<file path="src/rtl/load_store_unit.sv">
// Load/store unit: validates a byte/halfword/word request, runs the read,
// read-modify-write or write cycle against a word-wide data memory, and returns a one-cycle response.
module load_store_unit #(
    parameter logic [31:0] MEM_BASE  = 32'h10010000,
    parameter logic [31:0] MEM_LIMIT = 32'h10010400
) (
    input  logic        clock,
    input  logic        clear_n,
    input  logic        req_valid,
    output logic        req_ready,
    input  logic        req_store,
    input  logic [1:0]  req_size,
    input  logic        req_unsigned,
    input  logic [31:0] req_address,
    input  logic [31:0] req_wdata,
    output logic        resp_valid,
    output logic [31:0] resp_rdata,
    output logic        resp_fault,
    output logic [31:0] mem_address,
    output logic        mem_write,
    output logic [31:0] mem_write_data,
    input  logic [31:0] mem_read_data
);

    typedef enum logic [1:0] {
        IDLE  = 2'd0,
        READ  = 2'd1,
        WRITE = 2'd2,
        RESP  = 2'd3
    } state_t;

    localparam logic [1:0] SIZE_BYTE = 2'b00;
    localparam logic [1:0] SIZE_HALF = 2'b01;
    localparam logic [1:0] SIZE_WORD = 2'b10;

    state_t      state_r;
    logic        ready_r;
    logic        store_r;
    logic [1:0]  size_r;
    logic        unsigned_r;
    logic [31:0] addr_r;
    logic [31:0] wdata_r;
    logic        fault_s;
    logic [31:0] aligned_s;

    function automatic logic req_faults(input logic [1:0] size, input logic [31:0] addr);
        logic bad;
        case (size)
            SIZE_BYTE: bad = 1'b0;
            SIZE_HALF: bad = addr[0];
            SIZE_WORD: bad = (addr[1:0] != 2'b00);
            default:   bad = 1'b1;
        endcase
        if ((addr < MEM_BASE) || (addr >= MEM_LIMIT)) begin
            bad = 1'b1;
        end else begin
            bad = bad;
        end
        return bad;
    endfunction

    // Little-endian lane pick followed by zero/sign extension; words pass through.
    function automatic logic [31:0] load_extract(input logic [31:0] word, input logic [1:0] size,
                                                 input logic [1:0] lane, input logic uns);
        logic [31:0] shifted;
        logic [31:0] result;
        shifted = word >> {lane, 3'b000};
        case (size)
            SIZE_BYTE: result = uns ? {24'h000000, shifted[7:0]} : {{24{shifted[7]}}, shifted[7:0]};
            SIZE_HALF: result = uns ? {16'h0000, shifted[15:0]} : {{16{shifted[15]}}, shifted[15:0]};
            default:   result = word;
        endcase
        return result;
    endfunction

    function automatic logic [31:0] store_merge(input logic [31:0] word, input logic [31:0] wdata,
                                                input logic [1:0] size, input logic [1:0] lane);
        logic [31:0] mask;
        logic [31:0] data;
        case (size)
            SIZE_BYTE: mask = 32'h000000FF << {lane, 3'b000};
            SIZE_HALF: mask = 32'h0000FFFF << {lane, 3'b000};
            default:   mask = 32'hFFFFFFFF;
        endcase
        data = wdata << {lane, 3'b000};
        return (word & ~mask) | (data & mask);
    endfunction

    // Request screening on the raw inputs, used only on the accept edge.
    always_comb begin
        fault_s   = req_faults(req_size, req_address);
        aligned_s = {req_address[31:2], 2'b00};
    end

    assign req_ready = ready_r;

    // Main sequencer with all outputs registered.
    always_ff @(posedge clock or negedge clear_n) begin
        if (!clear_n) begin
            state_r        <= IDLE;
            ready_r        <= 1'b1;
            store_r        <= 1'b0;
            size_r         <= 2'b00;
            unsigned_r     <= 1'b0;
            addr_r         <= 32'h00000000;
            wdata_r        <= 32'h00000000;
            resp_valid     <= 1'b0;
            resp_rdata     <= 32'h00000000;
            resp_fault     <= 1'b0;
            mem_address    <= 32'h00000000;
            mem_write      <= 1'b0;
            mem_write_data <= 32'h00000000;
        end else begin
            case (state_r)
                IDLE: begin
                    if (req_valid) begin
                        ready_r    <= 1'b0;
                        store_r    <= req_store;
                        size_r     <= req_size;
                        unsigned_r <= req_unsigned;
                        addr_r     <= req_address;
                        wdata_r    <= req_wdata;
                        if (fault_s) begin
                            state_r    <= RESP;
                            resp_valid <= 1'b1;
                            resp_fault <= 1'b1;
                            resp_rdata <= 32'h00000000;
                        end else if (req_store && (req_size == SIZE_WORD)) begin
                            state_r        <= WRITE;
                            mem_address    <= aligned_s;
                            mem_write      <= 1'b1;
                            mem_write_data <= req_wdata;
                        end else begin
                            state_r     <= READ;
                            mem_address <= aligned_s;
                        end
                    end else begin
                        ready_r <= 1'b1;
                    end
                end
                READ: begin
                    // Sub-word stores reuse the read word; loads finish here.
                    if (store_r) begin
                        state_r        <= WRITE;
                        mem_write      <= 1'b1;
                        mem_write_data <= store_merge(mem_read_data, wdata_r, size_r, addr_r[1:0]);
                    end else begin
                        state_r     <= RESP;
                        mem_address <= 32'h00000000;
                        resp_valid  <= 1'b1;
                        resp_fault  <= 1'b0;
                        resp_rdata  <= load_extract(mem_read_data, size_r, addr_r[1:0], unsigned_r);
                    end
                end
                WRITE: begin
                    state_r        <= RESP;
                    mem_address    <= 32'h00000000;
                    mem_write      <= 1'b0;
                    mem_write_data <= 32'h00000000;
                    resp_valid     <= 1'b1;
                    resp_fault     <= 1'b0;
                    resp_rdata     <= 32'h00000000;
                end
                RESP: begin
                    state_r    <= IDLE;
                    ready_r    <= 1'b1;
                    resp_valid <= 1'b0;
                end
                default: begin
                    state_r        <= IDLE;
                    ready_r        <= 1'b1;
                    resp_valid     <= 1'b0;
                    mem_address    <= 32'h00000000;
                    mem_write      <= 1'b0;
                    mem_write_data <= 32'h00000000;
                end
            endcase
        end
    end

endmodule

</file>
<file path="config.mk">
export PLATFORM = sky130hd
export DESIGN_NAME = load_store_unit
export DESIGN_NICKNAME = d
export VERILOG_FILES = /design/src/rtl/load_store_unit.sv
export SDC_FILE = /design/constraint.sdc
export NUM_CORES = 1
export LEC_CHECK = 0
export ABC_AREA = 1
export BUFFER_PORTS_ARGS = -buffer_cell sky130_fd_sc_hd__buf_2
export CELL_PAD_IN_SITES_DETAIL_PLACEMENT = 0
export CELL_PAD_IN_SITES_GLOBAL_PLACEMENT = 2
export CORE_ASPECT_RATIO = 1.1
export CORE_MARGIN = 3
export CORE_UTILIZATION = 31
export CTS_CLUSTER_SIZE = 14
export DETAILED_ROUTE_END_ITERATION = 10
export GPL_TIMING_DRIVEN = 1
export PLACE_DENSITY = 0.89
export SLEW_MARGIN = 20
export SYNTH_ARGS = -nofsm -noshare
export SYNTH_HDL_FRONTEND = slang
export SYNTH_SLANG_ARGS = --single-unit
</file>
<file path="constraint.sdc">
create_clock -name clock -period 4.7 [get_ports clock]
set_clock_uncertainty 0.2 [all_clocks]
set_input_delay 0.47 -clock clock [delete_from_list [all_inputs] [get_ports clock]]
set_output_delay 0.47 -clock clock [all_outputs]
set_load 0.03 [all_outputs]
</file>
==> run_results.csv <==
group,metric,value,unit
worst_setup_path,startpoint_type,"flip-flop",
drt,drc_errors,0,
synthesis,yosysUniqueCellTypes,26,
worst_setup_path,crit_type,"flip-flop to flip-flop",
finish,drive_gt1_share,20.8,%
synthesis,synthTopCellsByArea,"dfrtp_1 45%, nand2_1 22%, nand3_1 6.7%, nor2_1 4.8%, o21ai_0 4.7%",
finish,fillCellCount,2568,
clocking,path_clk_slew,70,ps
drt,via_count,7409,
drt,postRouteAntennaNets,0,
flow_run,cap_viol_max_count,0,
worst_setup_path,cp_common_cell,"nand2_1",
place,io_buffers,200,
pwr,vdd.ir_drop.worst,0.348,mV
synthesis,syn-mean-instance-area,6.94,µm²
sta,finalHoldViolCount,0,
global_route,grt-ovfl-total,0,
global_route,grt.total_usage,19.8,%
worst_setup_path,crit_chain,"inv_2 > nand2_1 > nand2_1 > nand2_1 > nand3_1 > nand2_1 > nand2_1 > nand2_1 > nor2_1 > nand2_1 > nand2_1",
die,fp.dieArea,0.0263,mm²
run_status,status,"completed",
worst_setup_path,crit_buf_inv,1,
global_route,antenna_found_initial,1,
die,core,0.0238,mm²
finish,nets,1371,
clocking,htreeDepth,4,
sta,final.min_clock_period,3330,ps
synthesis,netlist_area,0.00757,mm²
die,die_w,155,µm
worst_setup_path,worst_path_dominant_cell_family,"simple AND/OR/NAND/NOR gates",
sta,fmaxAchievable,0.300,GHz
die,io_pins,203,
clocking,cts_root_buf,"clkbuf_16",
clocking,cts_setup_buffers,0,
synthesis,synth_most_common_cell,"nand2_1",
synthesis,ys_seq_elements,138,
worst_setup_path,crit_path_end_kind,"flip-flop",
synthesis,seq_area_frac_synth,45.7,%
worst_setup_path,slowest_delay,1020,ps
sta,slew_viol_final,0,
clocking,cts_buffer_depth,2,
synthesis,synth_top_area_cell,"dfrtp_1",
worst_setup_path,required,4820,ps
worst_setup_path,critPathArrivalTime,3460,ps
sta,tightest_slew,1030,ps
synthesis,synth_common_cells,"440 x nand2_1, 137 x dfrtp_1, 101 x nand3_1",
die,die_h,170,µm
worst_setup_path,cp_slowest_cell,"dfrtp_1",
global_route,grt_pass1_vias,7206,
sta,slew_headroom,31.1,%
global_route,grt_start_max_net_pins,53,
sta,hold_ws,21.3,ps
drt,wirelength,26400,µm
place,place_hpwl,19700,µm
clocking,cts_inserted_buffers,17,
die,start_util,31.7,%
drt,via_per_inst,4.68,
synthesis,synthCells,1090,
die,rows,59,
synthesis,synthFlopType,"dfrtp_1",
sta,period_share,70.9,%
sta,tns,0,ps
synthesis,synth_enable_flop_cells,0,
drt,wire_per_inst,16.7,µm
finish,area_growth,24.1,%
finish,fin_util,39.4,%
drt,drt_iter0_markers,610,
pwr,p_per_area,748,mW/mm²
clocking,clock_sinks,138,
place,gp_congestion,0.903,
global_route,grt_pass1_wl,41000,µm
synthesis,async_flop_share,100,%
clocking,tritoncts,"built",
min_path,hp-class,"primary input to flip-flop",
worst_setup_path,crit_fanout,34,
synthesis,synth_warnings,0,
clocking,clkLatencyLatePin,430,ps
sta,rsz0062_at_grt,"false",
pwr,p_leak,5.25,nW
sta,finalSetupViolCount,0,
synthesis,synth_top_area_share,45.3,%
drt,drt_first_pass_iters,6,
==> through the flow <==
step	setup WS (ps)	cells	total power [W]	area (µm²)
floorplan	2740	1091	0.00459	7570
global placement	1500	1548	0.00573	8800
detailed placement	1400	1548	0.00575	8800
CTS	1440	1581	0.00709	9390
global route	967	1582	0.00761	9390
finish	1370	1582	0.00702	9390
==> power by group <==
group / total, W / switching (W) / internal, W
logic: 0.00383 / 0.00278 / 0.00105
registers: 0.00187 / 0.000269 / 0.00160
clock network: 0.00132 / 0.000617 / 0.000706
==> repair_timing <==
| action | in CTS | in global routing |
|---|---|---|
| endpoints found under the setup margin | 0 | 0 |
| hold buffers | 1 | 0 |
| hold endpoints to repair | 42 | 0 |
| resized for setup | 0 | 0 |
==> state kept, by name, indices dropped and copies added, names as in the netlist <==
register	cells
mem_write	1
wdata_r	32
mem_write_data	32
req_ready	1
resp_valid	1
store_r	1
state_r	2
mem_address	30
resp_rdata	32
unsigned_r	1
resp_fault	1
addr_r	2
size_r	2
==> cell usage in the layout (no fill, tap or decap), types with 2 or more instances in the layout <==
master      synthesis  routed
ha_1                5       5
inv_8               0       4
o211ai_1            8       8
nor2_2              4       4
clkinv_8            0       2
clkinvlp_4          0       3
clkinv_1            2       2
inv_6               0       5
buf_2              17     199
conb_1              1       2
inv_1              91      91
dfrtp_1           137     137
o21ai_1             9       9
inv_2               2       2
nand3_1           101     101
a21oi_1            29      29
nand3b_1           17      17
mux2_2             10      10
o21ai_0            71      71
clkbuf_16           0      17
buf_4               3      13
nor2_1             96      96
nand2_1           440     439
==> layout make-up <==
| cell class | count | area (µm²) | area share, % |
|---|---|---|---|
| Tap cell | 305 | 382 | 4.07 |
| Clock inverter | 15 | 153 | 1.63 |
| Inverter | 95 | 357 | 3.80 |
| Clock buffer | 17 | 425 | 4.53 |
| Multi-Input combinational cell | 797 | 3500 | 37.3 |
| Timing Repair Buffer | 214 | 1110 | 11.9 |
| Antenna cell | 1 | 2.50 | 0.0267 |
| Sequential cell | 138 | 3450 | 36.8 |
==> kinds of logic after synthesis <==
group                      Yosys count  share of synthesized area [%]
and+or+nand+nor                    661                           35.6
buffers and inverters              156                           8.17
DFF                                138                           45.7
AOI/OAI and AO/OA                  119                           8.20
muxes                               10                           1.49
adders and majority gates            5                          0.827
other                                1                         0.0496
==> routing by layer <==
layer  track usage [%]  share of wire (%)
met2              31.8                 47
met4              6.80                2.2
met5                 0                  0
met1              26.8                 46
met3              3.97                4.6
==> worst paths after layout <==
path | startpoint | to | slack (ps) | cells after the start
worst min-delay path | req_valid | req_ready | 20 | 2
worst max-delay path | addr_r[0] | resp_rdata[29] | 1370 | 11
worst min register to register | mem_write | mem_write | 260 | 2
max in group asynchronous | clear_n | resp_rdata[31] | 2910 | 3
worst max register to register | addr_r[0] | resp_rdata[29] | 1370 | 11
min in group asynchronous | clear_n | mem_address[13] | 330 | 2
Power figures use the tool's default switching activity.
